### config.mk
export PLATFORM = sky130hd
export DESIGN_NAME = id_ex_stage_reg
export DESIGN_NICKNAME = d
export VERILOG_FILES = /design/src/rtl/mips_pkg.sv /design/src/rtl/load_use_detector.sv /design/src/rtl/id_ex_stage_reg.sv
export SDC_FILE = /design/constraint.sdc
export NUM_CORES = 1
export LEC_CHECK = 0
export CELL_PAD_IN_SITES_DETAIL_PLACEMENT = 0
export CELL_PAD_IN_SITES_GLOBAL_PLACEMENT = 1
export CORE_UTILIZATION = 28
export DETAILED_ROUTE_END_ITERATION = 6
export PLACE_DENSITY = 0.82
export SLEW_MARGIN = 20
export SYNTH_ARGS = -nofsm -noshare
export SYNTH_HDL_FRONTEND = slang
export SYNTH_SLANG_ARGS = --single-unit
### constraint.sdc
create_clock -name clock_i -period 2.2 [get_ports clock_i]
set_clock_uncertainty 0.2 [all_clocks]
set_input_delay 0.66 -clock clock_i [delete_from_list [all_inputs] [get_ports clock_i]]
set_output_delay 0.66 -clock clock_i [all_outputs]
set_load 0.05 [all_outputs]
### src/rtl/mips_pkg.sv
// Shared widths, opcodes, control-field bit positions, FSM states and the
// control bundle carried from decode into execute.
package mips_pkg;

   localparam int unsigned DATA_W   = 32;
   localparam int unsigned OP_W     = 6;
   localparam int unsigned FUNCT_W  = 6;
   localparam int unsigned REG_W    = 5;
   localparam int unsigned MEM_W    = 6;
   localparam int unsigned WB_W     = 3;
   localparam int unsigned PCSRC_W  = 2;
   localparam int unsigned REGDST_W = 2;

   localparam int unsigned MEM_READ_BIT    = 4;
   localparam int unsigned WB_REGWRITE_BIT = 2;

   localparam logic [OP_W-1:0] OP_HALT = 6'b111111;
   localparam logic [OP_W-1:0] OP_NOP  = 6'b111110;

   typedef enum logic {
      ST_RUN    = 1'b0,
      ST_HALTED = 1'b1
   } state_e;

   typedef struct packed {
      logic                tipe_i;
      logic                shamt;
      logic                beq;
      logic                bne;
      logic                jump;
      logic                halt_signal;
      logic [PCSRC_W-1:0]  pc_src;
      logic [REGDST_W-1:0] reg_dest;
      logic [MEM_W-1:0]    mem;
      logic [WB_W-1:0]     wb;
   } ctrl_t;

endpackage

### src/rtl/load_use_detector.sv
// Flags a load in EX whose destination is read by the instruction in ID.
module load_use_detector #(
   parameter int unsigned NB_REG = 5
) (
   input  logic              ex_mem_read_i,
   input  logic [NB_REG-1:0] ex_rt_i,
   input  logic              ex_valid_i,
   input  logic [NB_REG-1:0] id_rs_i,
   input  logic [NB_REG-1:0] id_rt_i,
   output logic              load_use_c_o
);

   // $zero is never a real dependency, so a load into it stalls nothing.
   assign load_use_c_o = ex_valid_i & ex_mem_read_i & (ex_rt_i != '0) &
                         ((ex_rt_i == id_rs_i) | (ex_rt_i == id_rt_i));

endmodule

### src/rtl/id_ex_stage_reg.sv
// ID/EX pipeline register: captures decode outputs, inserts bubbles on
// load-use or flush, and latches HALT so the pipeline drains and stops.
module id_ex_stage_reg
   import mips_pkg::*;
#(
   parameter int unsigned NB_DATA  = 32,
   parameter int unsigned NB_OP    = 6,
   parameter int unsigned NB_FUNCT = 6,
   parameter int unsigned NB_REG   = 5
) (
   input  logic                clock_i,
   input  logic                reset_n_i,
   input  logic                enable_i,
   input  logic                flush_i,

   input  logic                tipeI_i,
   input  logic                shamt_i,
   input  logic                beq_i,
   input  logic                bne_i,
   input  logic                jump_i,
   input  logic                halt_signal_i,
   input  logic [1:0]          pc_src_i,
   input  logic [1:0]          regDest_signal_i,
   input  logic [5:0]          mem_signals_i,
   input  logic [2:0]          wb_signals_i,
   input  logic [NB_OP-1:0]    opcode_i,

   input  logic [NB_FUNCT-1:0] funct_i,
   input  logic [NB_DATA-1:0]  rs_data_i,
   input  logic [NB_DATA-1:0]  rt_data_i,
   input  logic [NB_DATA-1:0]  imm_ext_i,
   input  logic [NB_DATA-1:0]  pc_plus4_i,
   input  logic [NB_REG-1:0]   rs_addr_i,
   input  logic [NB_REG-1:0]   rt_addr_i,
   input  logic [NB_REG-1:0]   rd_addr_i,
   input  logic [NB_REG-1:0]   shamt_val_i,

   output logic                tipeI_o,
   output logic                shamt_o,
   output logic                beq_o,
   output logic                bne_o,
   output logic                jump_o,
   output logic                halt_signal_o,
   output logic [1:0]          pc_src_o,
   output logic [1:0]          regDest_signal_o,
   output logic [5:0]          mem_signals_o,
   output logic [2:0]          wb_signals_o,
   output logic [NB_OP-1:0]    opcode_o,
   output logic [NB_FUNCT-1:0] funct_o,
   output logic [NB_DATA-1:0]  rs_data_o,
   output logic [NB_DATA-1:0]  rt_data_o,
   output logic [NB_DATA-1:0]  imm_ext_o,
   output logic [NB_DATA-1:0]  pc_plus4_o,
   output logic [NB_REG-1:0]   rs_addr_o,
   output logic [NB_REG-1:0]   rt_addr_o,
   output logic [NB_REG-1:0]   rd_addr_o,
   output logic [NB_REG-1:0]   shamt_val_o,

   output logic                valid_o,
   output logic                load_use_o,
   output logic                halt_o
);

   state_e              state_q;
   ctrl_t               ctrl_in, ctrl_d, ctrl_q;
   logic [NB_OP-1:0]    opcode_d, opcode_q;
   logic [NB_FUNCT-1:0] funct_d, funct_q;
   logic [NB_DATA-1:0]  rs_data_d, rs_data_q;
   logic [NB_DATA-1:0]  rt_data_d, rt_data_q;
   logic [NB_DATA-1:0]  imm_ext_d, imm_ext_q;
   logic [NB_DATA-1:0]  pc_plus4_d, pc_plus4_q;
   logic [NB_REG-1:0]   rs_addr_d, rs_addr_q;
   logic [NB_REG-1:0]   rt_addr_d, rt_addr_q;
   logic [NB_REG-1:0]   rd_addr_d, rd_addr_q;
   logic [NB_REG-1:0]   shamt_val_d, shamt_val_q;
   logic                valid_d, valid_q;
   logic                load_use_raw;
   logic                bubble;
   logic                capture;

   assign ctrl_in = '{tipe_i:      tipeI_i,
                      shamt:       shamt_i,
                      beq:         beq_i,
                      bne:         bne_i,
                      jump:        jump_i,
                      halt_signal: halt_signal_i,
                      pc_src:      pc_src_i,
                      reg_dest:    regDest_signal_i,
                      mem:         mem_signals_i,
                      wb:          wb_signals_i};

   load_use_detector #(.NB_REG(NB_REG)) u_load_use (
      .ex_mem_read_i (ctrl_q.mem[MEM_READ_BIT]),
      .ex_rt_i       (rt_addr_q),
      .ex_valid_i    (valid_q),
      .id_rs_i       (rs_addr_i),
      .id_rt_i       (rt_addr_i),
      .load_use_c_o  (load_use_raw)
   );

   // Once halted the front end is frozen anyway, so never request a stall.
   assign load_use_o = load_use_raw & (state_q == ST_RUN);
   assign bubble     = (state_q == ST_HALTED) | flush_i | load_use_o;
   assign capture    = enable_i & ~bubble;

   // Next register contents: hold, bubble, or capture the decode inputs.
   always_comb begin
      ctrl_d      = ctrl_q;
      opcode_d    = opcode_q;
      funct_d     = funct_q;
      rs_data_d   = rs_data_q;
      rt_data_d   = rt_data_q;
      imm_ext_d   = imm_ext_q;
      pc_plus4_d  = pc_plus4_q;
      rs_addr_d   = rs_addr_q;
      rt_addr_d   = rt_addr_q;
      rd_addr_d   = rd_addr_q;
      shamt_val_d = shamt_val_q;
      valid_d     = valid_q;
      if (enable_i) begin
         if (bubble) begin
            ctrl_d      = '0;
            opcode_d    = '0;
            funct_d     = '0;
            rs_data_d   = '0;
            rt_data_d   = '0;
            imm_ext_d   = '0;
            pc_plus4_d  = '0;
            rs_addr_d   = '0;
            rt_addr_d   = '0;
            rd_addr_d   = '0;
            shamt_val_d = '0;
            valid_d     = 1'b0;
         end else begin
            ctrl_d      = ctrl_in;
            opcode_d    = opcode_i;
            funct_d     = funct_i;
            rs_data_d   = rs_data_i;
            rt_data_d   = rt_data_i;
            imm_ext_d   = imm_ext_i;
            pc_plus4_d  = pc_plus4_i;
            rs_addr_d   = rs_addr_i;
            rt_addr_d   = rt_addr_i;
            rd_addr_d   = rd_addr_i;
            shamt_val_d = shamt_val_i;
            valid_d     = 1'b1;
         end
      end
   end

   // Register bank and RUN/HALTED state; HALTED is left only through reset.
   always_ff @(posedge clock_i or negedge reset_n_i) begin
      if (!reset_n_i) begin
         state_q     <= ST_RUN;
         ctrl_q      <= '0;
         opcode_q    <= '0;
         funct_q     <= '0;
         rs_data_q   <= '0;
         rt_data_q   <= '0;
         imm_ext_q   <= '0;
         pc_plus4_q  <= '0;
         rs_addr_q   <= '0;
         rt_addr_q   <= '0;
         rd_addr_q   <= '0;
         shamt_val_q <= '0;
         valid_q     <= 1'b0;
      end else begin
         if (capture && halt_signal_i) begin
            state_q <= ST_HALTED;
         end
         ctrl_q      <= ctrl_d;
         opcode_q    <= opcode_d;
         funct_q     <= funct_d;
         rs_data_q   <= rs_data_d;
         rt_data_q   <= rt_data_d;
         imm_ext_q   <= imm_ext_d;
         pc_plus4_q  <= pc_plus4_d;
         rs_addr_q   <= rs_addr_d;
         rt_addr_q   <= rt_addr_d;
         rd_addr_q   <= rd_addr_d;
         shamt_val_q <= shamt_val_d;
         valid_q     <= valid_d;
      end
   end

   assign tipeI_o          = ctrl_q.tipe_i;
   assign shamt_o          = ctrl_q.shamt;
   assign beq_o            = ctrl_q.beq;
   assign bne_o            = ctrl_q.bne;
   assign jump_o           = ctrl_q.jump;
   assign halt_signal_o    = ctrl_q.halt_signal;
   assign pc_src_o         = ctrl_q.pc_src;
   assign regDest_signal_o = ctrl_q.reg_dest;
   assign mem_signals_o    = ctrl_q.mem;
   assign wb_signals_o     = ctrl_q.wb;
   assign opcode_o         = opcode_q;
   assign funct_o          = funct_q;
   assign rs_data_o        = rs_data_q;
   assign rt_data_o        = rt_data_q;
   assign imm_ext_o        = imm_ext_q;
   assign pc_plus4_o       = pc_plus4_q;
   assign rs_addr_o        = rs_addr_q;
   assign rt_addr_o        = rt_addr_q;
   assign rd_addr_o        = rd_addr_q;
   assign shamt_val_o      = shamt_val_q;
   assign valid_o          = valid_q;
   assign halt_o           = (state_q == ST_HALTED);

endmodule
Yosys cells after proc, flatten, opt, wreduce, memory -nomap -nowiden
Cells that the tools add are included.

word-level totals
  flip-flop bits (word level) = 181
  input port bits = 183
  output and inout bits = 182
  logic and storage cells = 48

cells by class
  eq/ne operators = 2
  mux-type cells = 12
  bitwise logic cells = 10
  reductions and logical operators = 2

operators by type and width
  cell                number
  two-way mux 32 bit  4
  two-way mux 5 bit   4
  two-way mux 19 bit  1
  two-way mux 6 bit   2
  == test 5 bit       2
  AND 1 bit           5
  nonzero test 5 bit  1
  bitwise OR 1 bit    3
  inverter 1 bit      2
  logical AND 1 bit   1
  two-way mux 1 bit   1

Longest topological paths before layout
Gate-level depths: netlist of run 1.

  depth after elaboration = 8
  depth in mapped cells = 6
  gate-level depth less buffers = 4

By module
A second synthesis of run 1 with hierarchy kept.

second synthesis, totals
  cells, all modules = 801
  area, all modules = 8116.5 sq um

modules (own cells, without submodules)
  module             instances  cells each  area an instance (sq um)  seq. area each (sq um)
  id_ex_stage_reg    1          784         7983.9                    4529.3
  load_use_detector  1          17          132.6                     0.0

Least setup slack after synthesis of run 1
No wires, ideal clock.

  kind = register to output
  start = reg rt_addr_q[4], in the netlist rt_addr_o[4]
  end = out load_use_o
  arrival = 2.136 ns
  data required time = 1.340 ns
  slack = -0.796 ns
  stages on the path, launching flop included = 6
  path buffers = 1
  cell sequence = dfrtp_1 xnor2_1 nand3_1 o22ai_1 clkbuf_1 nor2b_1

between the ends
  word-level cells in the longest chain between the ends = 4
  elaborated cells on any way between the ends = 7
  classes of those cells = 2 x eq/ne; 4 x bitwise; 1 x reduce/logical

ends and longest elaborated chain
  item                                                        line                                              RTL
  start: declaration                                          id_ex_stage_reg.sv:73                             logic [NB_REG-1:0] rt_addr_d, rt_addr_q;
  start signal: assignment                                    id_ex_stage_reg.sv:179                            rt_addr_q <= rt_addr_d;
  == test 5 bit / nonzero test 5 bit (equally long branches)  load_use_detector.sv:15, load_use_detector.sv:14
  bitwise OR 1 bit / AND 1 bit (equally long branches)        load_use_detector.sv:15, load_use_detector.sv:14
  AND 1 bit (*)                                               load_use_detector.sv:14                           assign load_use_c_o = ex_valid_i & ex_mem_read_i & (ex_rt_i != '0) &
  AND 1 bit (*)                                               id_ex_stage_reg.sv:102                            assign load_use_o = load_use_raw & (state_q == ST_RUN);
  end: declaration                                            id_ex_stage_reg.sv:60                             output logic load_use_o,

Every way passes the cells marked *; elsewhere a longest branch is shown, timed or not.

Final worst setup path of run 1
  start = reg rt_addr_q[2], in the netlist rt_addr_o[2]
  end = out load_use_o

The elaborated chain is that of the path after synthesis.

==> results of run 1 <==
worst paths after layout:
check | cells past startpoint | endpoint | slack, ns | start
setup / recovery | 4 | load_use_o | -0.50 | rt_addr_o[2]
hold / removal | 2 | rs_data_o[6] | 0.29 | rs_data_o[6]
setup reg to reg | 11 | rs_data_o[7] | -0.38 | rt_addr_o[2]
hold reg to reg | 2 | rs_data_o[6] | 0.29 | rs_data_o[6]
max in group asynchronous | 3 | imm_ext_o[30] | 0.68 | reset_n_i
min in group asynchronous | 2 | wb_signals_o[2] | 0.46 | reset_n_i
Yosys cell counts:
| master | instances |
|---|---|
| inv_2 | 1 |
| nor2b_1 | 1 |
| a22oi_1 | 1 |
| buf_2 | 1 |
| o21ai_1 | 114 |
| dfrtp_1 | 181 |
| buf_6 | 20 |
| inv_1 | 1 |
| nor2_1 | 1 |
| buf_4 | 1 |
| o21ai_0 | 66 |
| or4_1 | 1 |
| xnor2_1 | 10 |
| o31ai_1 | 1 |
| nand2_1 | 181 |
| a31oi_1 | 1 |
| clkbuf_1 | 77 |
| a32oi_1 | 179 |
| nand3_1 | 2 |
| nand2b_1 | 1 |
| o22ai_1 | 1 |
| o2111ai_2 | 1 |
timing repair:
| action | CTS | global route |
|---|---|---|
| hold buffers | 1 | 0 |
| pin swaps | 8 | 2 |
| endpoints found under the setup margin | 181 | 181 |
| gates resized for setup | 29 | 7 |
| endpoints found under the hold margin | 17 | 0 |
| setup buffers | 10 | 4 |
| gates cloned | 14 | 1 |
power by group:
part	leakage [nW]	switching (mW)	internal, mW
clock network	0.288	1.42	1.82
logic	3.07	2.98	1.53
registers	2.42	0.345	3.84
per-layer routing:
layer  GRT usage  part of all wire  routed length [µm]
met1       0.251              0.41               13000
met2       0.344              0.51               16100
met3      0.0392             0.056                1770
met4      0.0750             0.026                 832
met5           0                 0                   0
tightest hold or removal path, stage by stage, from the launching register on:
cell and delay [ns]:
dfrtp_1 0.34, a32oi_1 0.05, o21ai_0 0.06
area by class of cell:
class	instances	share of cell area
timing repair buffer	452	0.339
sequential	181	0.334
multi-input combinational	561	0.247
tap	384	0.0353
clock buffer	19	0.0318
clock inverter	12	0.0126
inverter	2	0.000736
antenna	1	0.000184
cells by family after synthesis:
logic type	Yosys count
compound gates	364
simple gates	187
flops	181
buf+inv	101
xor+xnor	10
registers in the layout (all words and copies together), names as in the netlist, 2 cells and up:
signal / cells
imm_ext_o: 32
rt_data_o: 32
wb_signals_o: 3
regDest_signal_o: 2
pc_plus4_o: 32
pc_src_o: 2
mem_signals_o: 6
shamt_val_o: 5
rs_addr_o: 5
rt_addr_o: 5
rs_data_o: 32
opcode_o: 6
rd_addr_o: 5
funct_o: 6
through the flow:
stage                     setup TNS [ns]   util
after floorplan                   -0.363      -
after global placement            -85.67  0.425
after detailed placement          -86.14  0.425
after CTS                         -32.65  0.464
after global routing              -76.87  0.467
final                             -60.01  0.467
==> flow_summary_export.csv, run 1 <==
group,metric,value,unit
clocking,cts_sinks,181,
synth,synth_cell_types,22,
placement,pre_cts_slack,-0.690,ns
clocking,cts-buffers-inserted,17,
route,vias,8517,
synth,syn_area,8380,µm²
placement,gp_congestion,0.852,
final_layout,register_area,4540,µm²
critical_path,crit_family,"simple AND/OR/NAND/NOR gates",
final_layout,final_area,13600,µm²
synth,yosys.area_share.adder,0,
final_layout,multi_input_area,3360,µm²
outcome,outcome,"finished, violations left",
route,routed_wl,31.7,mm
die,core-area,29100,µm²
timing,postLayoutSetupSlackWorst,-0.501,ns
placement,dp_cells,1551,
die,pin_count,365,
synth,synth_cells,843,
global_routing,grtUsageTotal,0.202,
synth,synthSimpleGateAreaFrac,0.0852,
critical_path,critical_path_required,1.34,ns
clocking,htreeDepth,4,
critical_path,worstPathCellList,"or4_4 -> o2111ai_4 -> nor2b_4 -> buf_12",
hold_path,hp-class,"reg -> reg",
global_routing,antenna_found_initial,1,
synth,synth_mux_area_frac,0,
timing,finalHoldViolations,0,
placement,io_buffers,364,
critical_path,worst_setup_path_start_kind,"flip-flop",
synth,seq_area_frac_synth,0.541,
route,drtIter0Drc,546,
clocking,cts_max_path_buffers,2,
final_layout,syn_to_final_growth,62.3,%
synth,synth_top_area_cell,"dfrtp_1",
route,wire_per_inst,19.7,µm
placement,dpl.hpwl,19.9,mm
final_layout,layout_common_cells,"218 x buf_4, 181 x nand2_1, 179 x a32oi_1",
synth,netlist_top_cells_area,"dfrtp_1 54%, a32oi_1 19%, nand2_1 8.1%, o21ai_1 6.8%, o21ai_0 3.9%",
timing,finalCritPeriodShare,1.23,
synth,syn-num-nets,1026,
power_and_ir_drop,cellLeakagePower,5.78,nW
die,rows,62,
route,vias_per_cell,5.28,
critical_path,crit_type,"reg -> out",
timing,slew_violations,0,
timing,fin_crit,2.70,ns
critical_path,cp_max_fo,2,
power_and_ir_drop,p_total,11.9,mW
route,drtAntennaViolNets,0,
die,die_y,175,µm
critical_path,max_stage_delay,0.55,ns
power_and_ir_drop,power.density,878,nW/µm²
timing,timing.fmax,370,MHz
timing,rsz0062_at_grt,"true",
critical_path,worst-endpoint-arrival,1.84,ns
synth,yosys_warnings,0,
synth,synth_top_family_by_area,"compound AO/OA/AOI/OAI gates",
synth,yosysTopAreaCellShare,0.541,
final_layout,fin_nets,1398,
timing,tightest_slew,0.400,ns
job,max-cap-violations,0,
die,die_w,175,µm
placement,placed_area,12400,µm²
route,drc_errors,0,
final_layout,finalNonFillerCells,1612,
critical_path,critPathBufInv,1,
synth,yosys_register_bits,181,
critical_path,critPathCaptureType,"primary output",
critical_path,slowest_stage,"or4_4",
timing,hold_ws,0.295,ns
clocking,clk_pin_slew,0.07,ns
final_layout,fillers,2733,
die,dieArea,30600,µm²
outcome,violations,"negative setup slack",
clocking,cts_tree,"done",
clocking,cts_root_buffer,"clkbuf_16",
global_routing,grt_pass1_wl,48.4,mm
timing,setup_violations,182,
global_routing,gr-total-overflow,0,
final_layout,drive_gt1_frac,0.253,
synth,synth_compound_area_frac,0.300,
die,start_util,0.288,
synth,syn_avg_cell_area,9.94,µm²
synth,synth_xor_xnor_area_share,0.0105,
clocking,clk_latency,0.41,ns
timing,slew_headroom,0.733,
power_and_ir_drop,ir_drop,0.000464,V
global_routing,grt_max_degree,82,
final_layout,final_common_cell,"buf_4",
global_routing,grt_pass1_vias,8374,
route,dr.pass1.iters,5,
No activity file was read; power rests on OpenSTA's default activity.
==> inputs of run 2 (changes only) <==
--- a/config.mk
+++ b/config.mk
@@ -9,8 +9,8 @@
 export CELL_PAD_IN_SITES_GLOBAL_PLACEMENT = 1
 export CORE_UTILIZATION = 28
 export DETAILED_ROUTE_END_ITERATION = 6
+export MAX_ROUTING_LAYER = met4
 export PLACE_DENSITY = 0.82
-export SLEW_MARGIN = 20
 export SYNTH_ARGS = -nofsm -noshare
 export SYNTH_HDL_FRONTEND = slang
 export SYNTH_SLANG_ARGS = --single-unit
==> run 2 against run 1 <==
Net effect: the run still ends with negative setup slack left; register-to-register slack is essentially flat; power is essentially flat; global-route usage increased by 0.59 points; routed wire length hardly changed; sequential power about the same; via count is 0.38% higher; largest cell class unchanged.
==> flow_summary_export.csv, run 2 (synthesis results as in run 1) <==
group,metric,value,unit
outcome,outcome,"finished, violations left",
outcome,violations,"negative setup slack",
final_layout,drive_gt1_frac,0.253,
final_layout,syn_to_final_growth,62.3,%
timing,fin_crit,2.70,ns
global_routing,grt_max_degree,82,
die,rows,62,
power_and_ir_drop,power.density,878,nW/µm²
die,start_util,0.288,
placement,gp_congestion,0.866,
global_routing,grtUsageTotal,0.207,
critical_path,ff2ff_setup_slack,-0.38,ns
route,wire_per_inst,19.7,µm
timing,finalSetupTns,-59.66,ns
critical_path,worst-endpoint-arrival,1.84,ns
route,drc_errors,0,
final_layout,layout_common_cells,"218 x buf_4, 181 x nand2_1, 179 x a32oi_1",
route,drtAntennaViolNets,0,
clocking,cts_max_path_buffers,2,
die,die_y,175,µm
clocking,clk_latency,0.41,ns
critical_path,worst_setup_path_start_kind,"flip-flop",
die,dieArea,30600,µm²
clocking,cts_tree,"done",
global_routing,grt_pass1_wl,48.3,mm
timing,tightest_slew,0.400,ns
timing,slew_violations,0,
clocking,cts-buffers-inserted,17,
global_routing,antenna_found_initial,1,
critical_path,critPathCaptureType,"primary output",
timing,finalHoldViolations,0,
placement,io_buffers,364,
final_layout,fillers,2733,
power_and_ir_drop,ir_drop,0.000465,V
timing,setup_violations,182,
route,routed_wl,31.7,mm
route,dr.pass1.iters,5,
die,core-area,29100,µm²
timing,hold_ws,0.295,ns
critical_path,critical_path_required,1.34,ns
clocking,cts_root_buffer,"clkbuf_16",
hold_path,hold_depth,2,
timing,timing.fmax,370,MHz
critical_path,worstPathCellList,"or4_4 -> o2111ai_4 -> nor2b_4 -> buf_12",
final_layout,fin_nets,1398,
clocking,htreeDepth,4,
timing,rsz0062_at_grt,"true",
critical_path,max_stage_delay,0.55,ns
die,pin_count,365,
global_routing,gr-total-overflow,0,
job,max-cap-violations,0,
timing,slew_headroom,0.733,
clocking,cts_sinks,181,
critical_path,r2r_end,"rs_data_o[7]",
final_layout,final_common_cell,"buf_4",
die,die_w,175,µm
critical_path,slowest_stage,"or4_4",
global_routing,grt_pass1_vias,8404,
critical_path,crit_type,"reg -> out",
route,drtIter0Drc,491,
hold_path,hp-class,"reg -> reg",
power_and_ir_drop,cellLeakagePower,5.78,nW
critical_path,cp_max_fo,2,
clocking,clk_pin_slew,0.07,ns
critical_path,reg2reg_depth,11,
route,vias_per_cell,5.30,
placement,dpl.hpwl,19.9,mm
timing,postLayoutSetupSlackWorst,-0.502,ns
timing,finalCritPeriodShare,1.23,
hold_path,hold_end,"rs_data_o[6]",
critical_path,reg2reg_from,"rt_addr_o[2]",
route,vias,8549,
hold_path,min_from,"rs_data_o[6]",
run 2: cell counts in the layout (fill, tap and decap cells not counted):
Identical to the previous run, type by type.
run 2: worst max-delay path by stage:
stage / startpoint / to / slack (ns) / cells after the start
after floorplan: rt_addr_o[0] / load_use_o / -0.36 / 5
after global placement: rt_addr_i[4] / load_use_o / -0.68 / 6
after detailed placement: rt_addr_i[4] / load_use_o / -0.69 / 6
after CTS: rt_addr_o[2] / load_use_o / -0.55 / 4
after global routing: rt_addr_o[2] / load_use_o / -0.57 / 4
final: rt_addr_o[2] / load_use_o / -0.50 / 4
run 2: timing repair:
action                                  in CTS  in global routing
endpoints found under the hold margin       17                  0
resized for setup                           29                  7
setup buffers                               10                  4
pin swaps                                    8                  2
endpoints found under the setup margin     181                181
hold buffers                                 1                  0
cloned                                      14                  1
run 2: worst max-delay path, delay by kind of cell, from the launching register on:
family / cells / cell delay (ns)
AND/OR/NAND/NOR: 2 / 0.62
buffers and inverters: 1 / 0.15
flip-flops: 1 / 0.40
AO/OA/AOI/OAI: 1 / 0.24
run 2: through the flow:
step	power, mW	utilization	instance area (µm²)	worst slack (ns)	instances
2_1_floorplan	6.84	-	8390	-0.363	843
3_3_place_gp	8.68	0.425	12400	-0.679	1551
3_5_place_dp	8.73	0.425	12400	-0.690	1551
4_1_cts	12.1	0.464	13500	-0.546	1606
5_1_grt	12.4	0.467	13600	-0.569	1612
6_report	11.9	0.467	13600	-0.502	1612
run 2: cell type report:
type	instances	area [µm²]	area share
antenna	1	2.50	0.000184
clock buffer	19	433	0.0318
clock inverter	12	171	0.0126
inverter	2	10.0	0.000736
multi-input combinational	561	3360	0.247
sequential	181	4540	0.334
tap	384	480	0.0353
timing repair buffer	452	4610	0.339
run 2: power breakdown:
group | total, mW | internal [mW] | switching, mW
sequential | 4.19 | 3.84 | 0.345
combinational | 4.51 | 1.53 | 2.98
clock | 3.24 | 1.82 | 1.42
run 2: metal layers:
metal / track usage / wire (µm) / up-vias
li1: - / - / 3953
met1: 0.254 / 13200 / 4228
met2: 0.345 / 16100 / 323
met3: 0.0329 / 1570 / 45
met4: 0.0750 / 832 / 0
met5: - / 0 / -
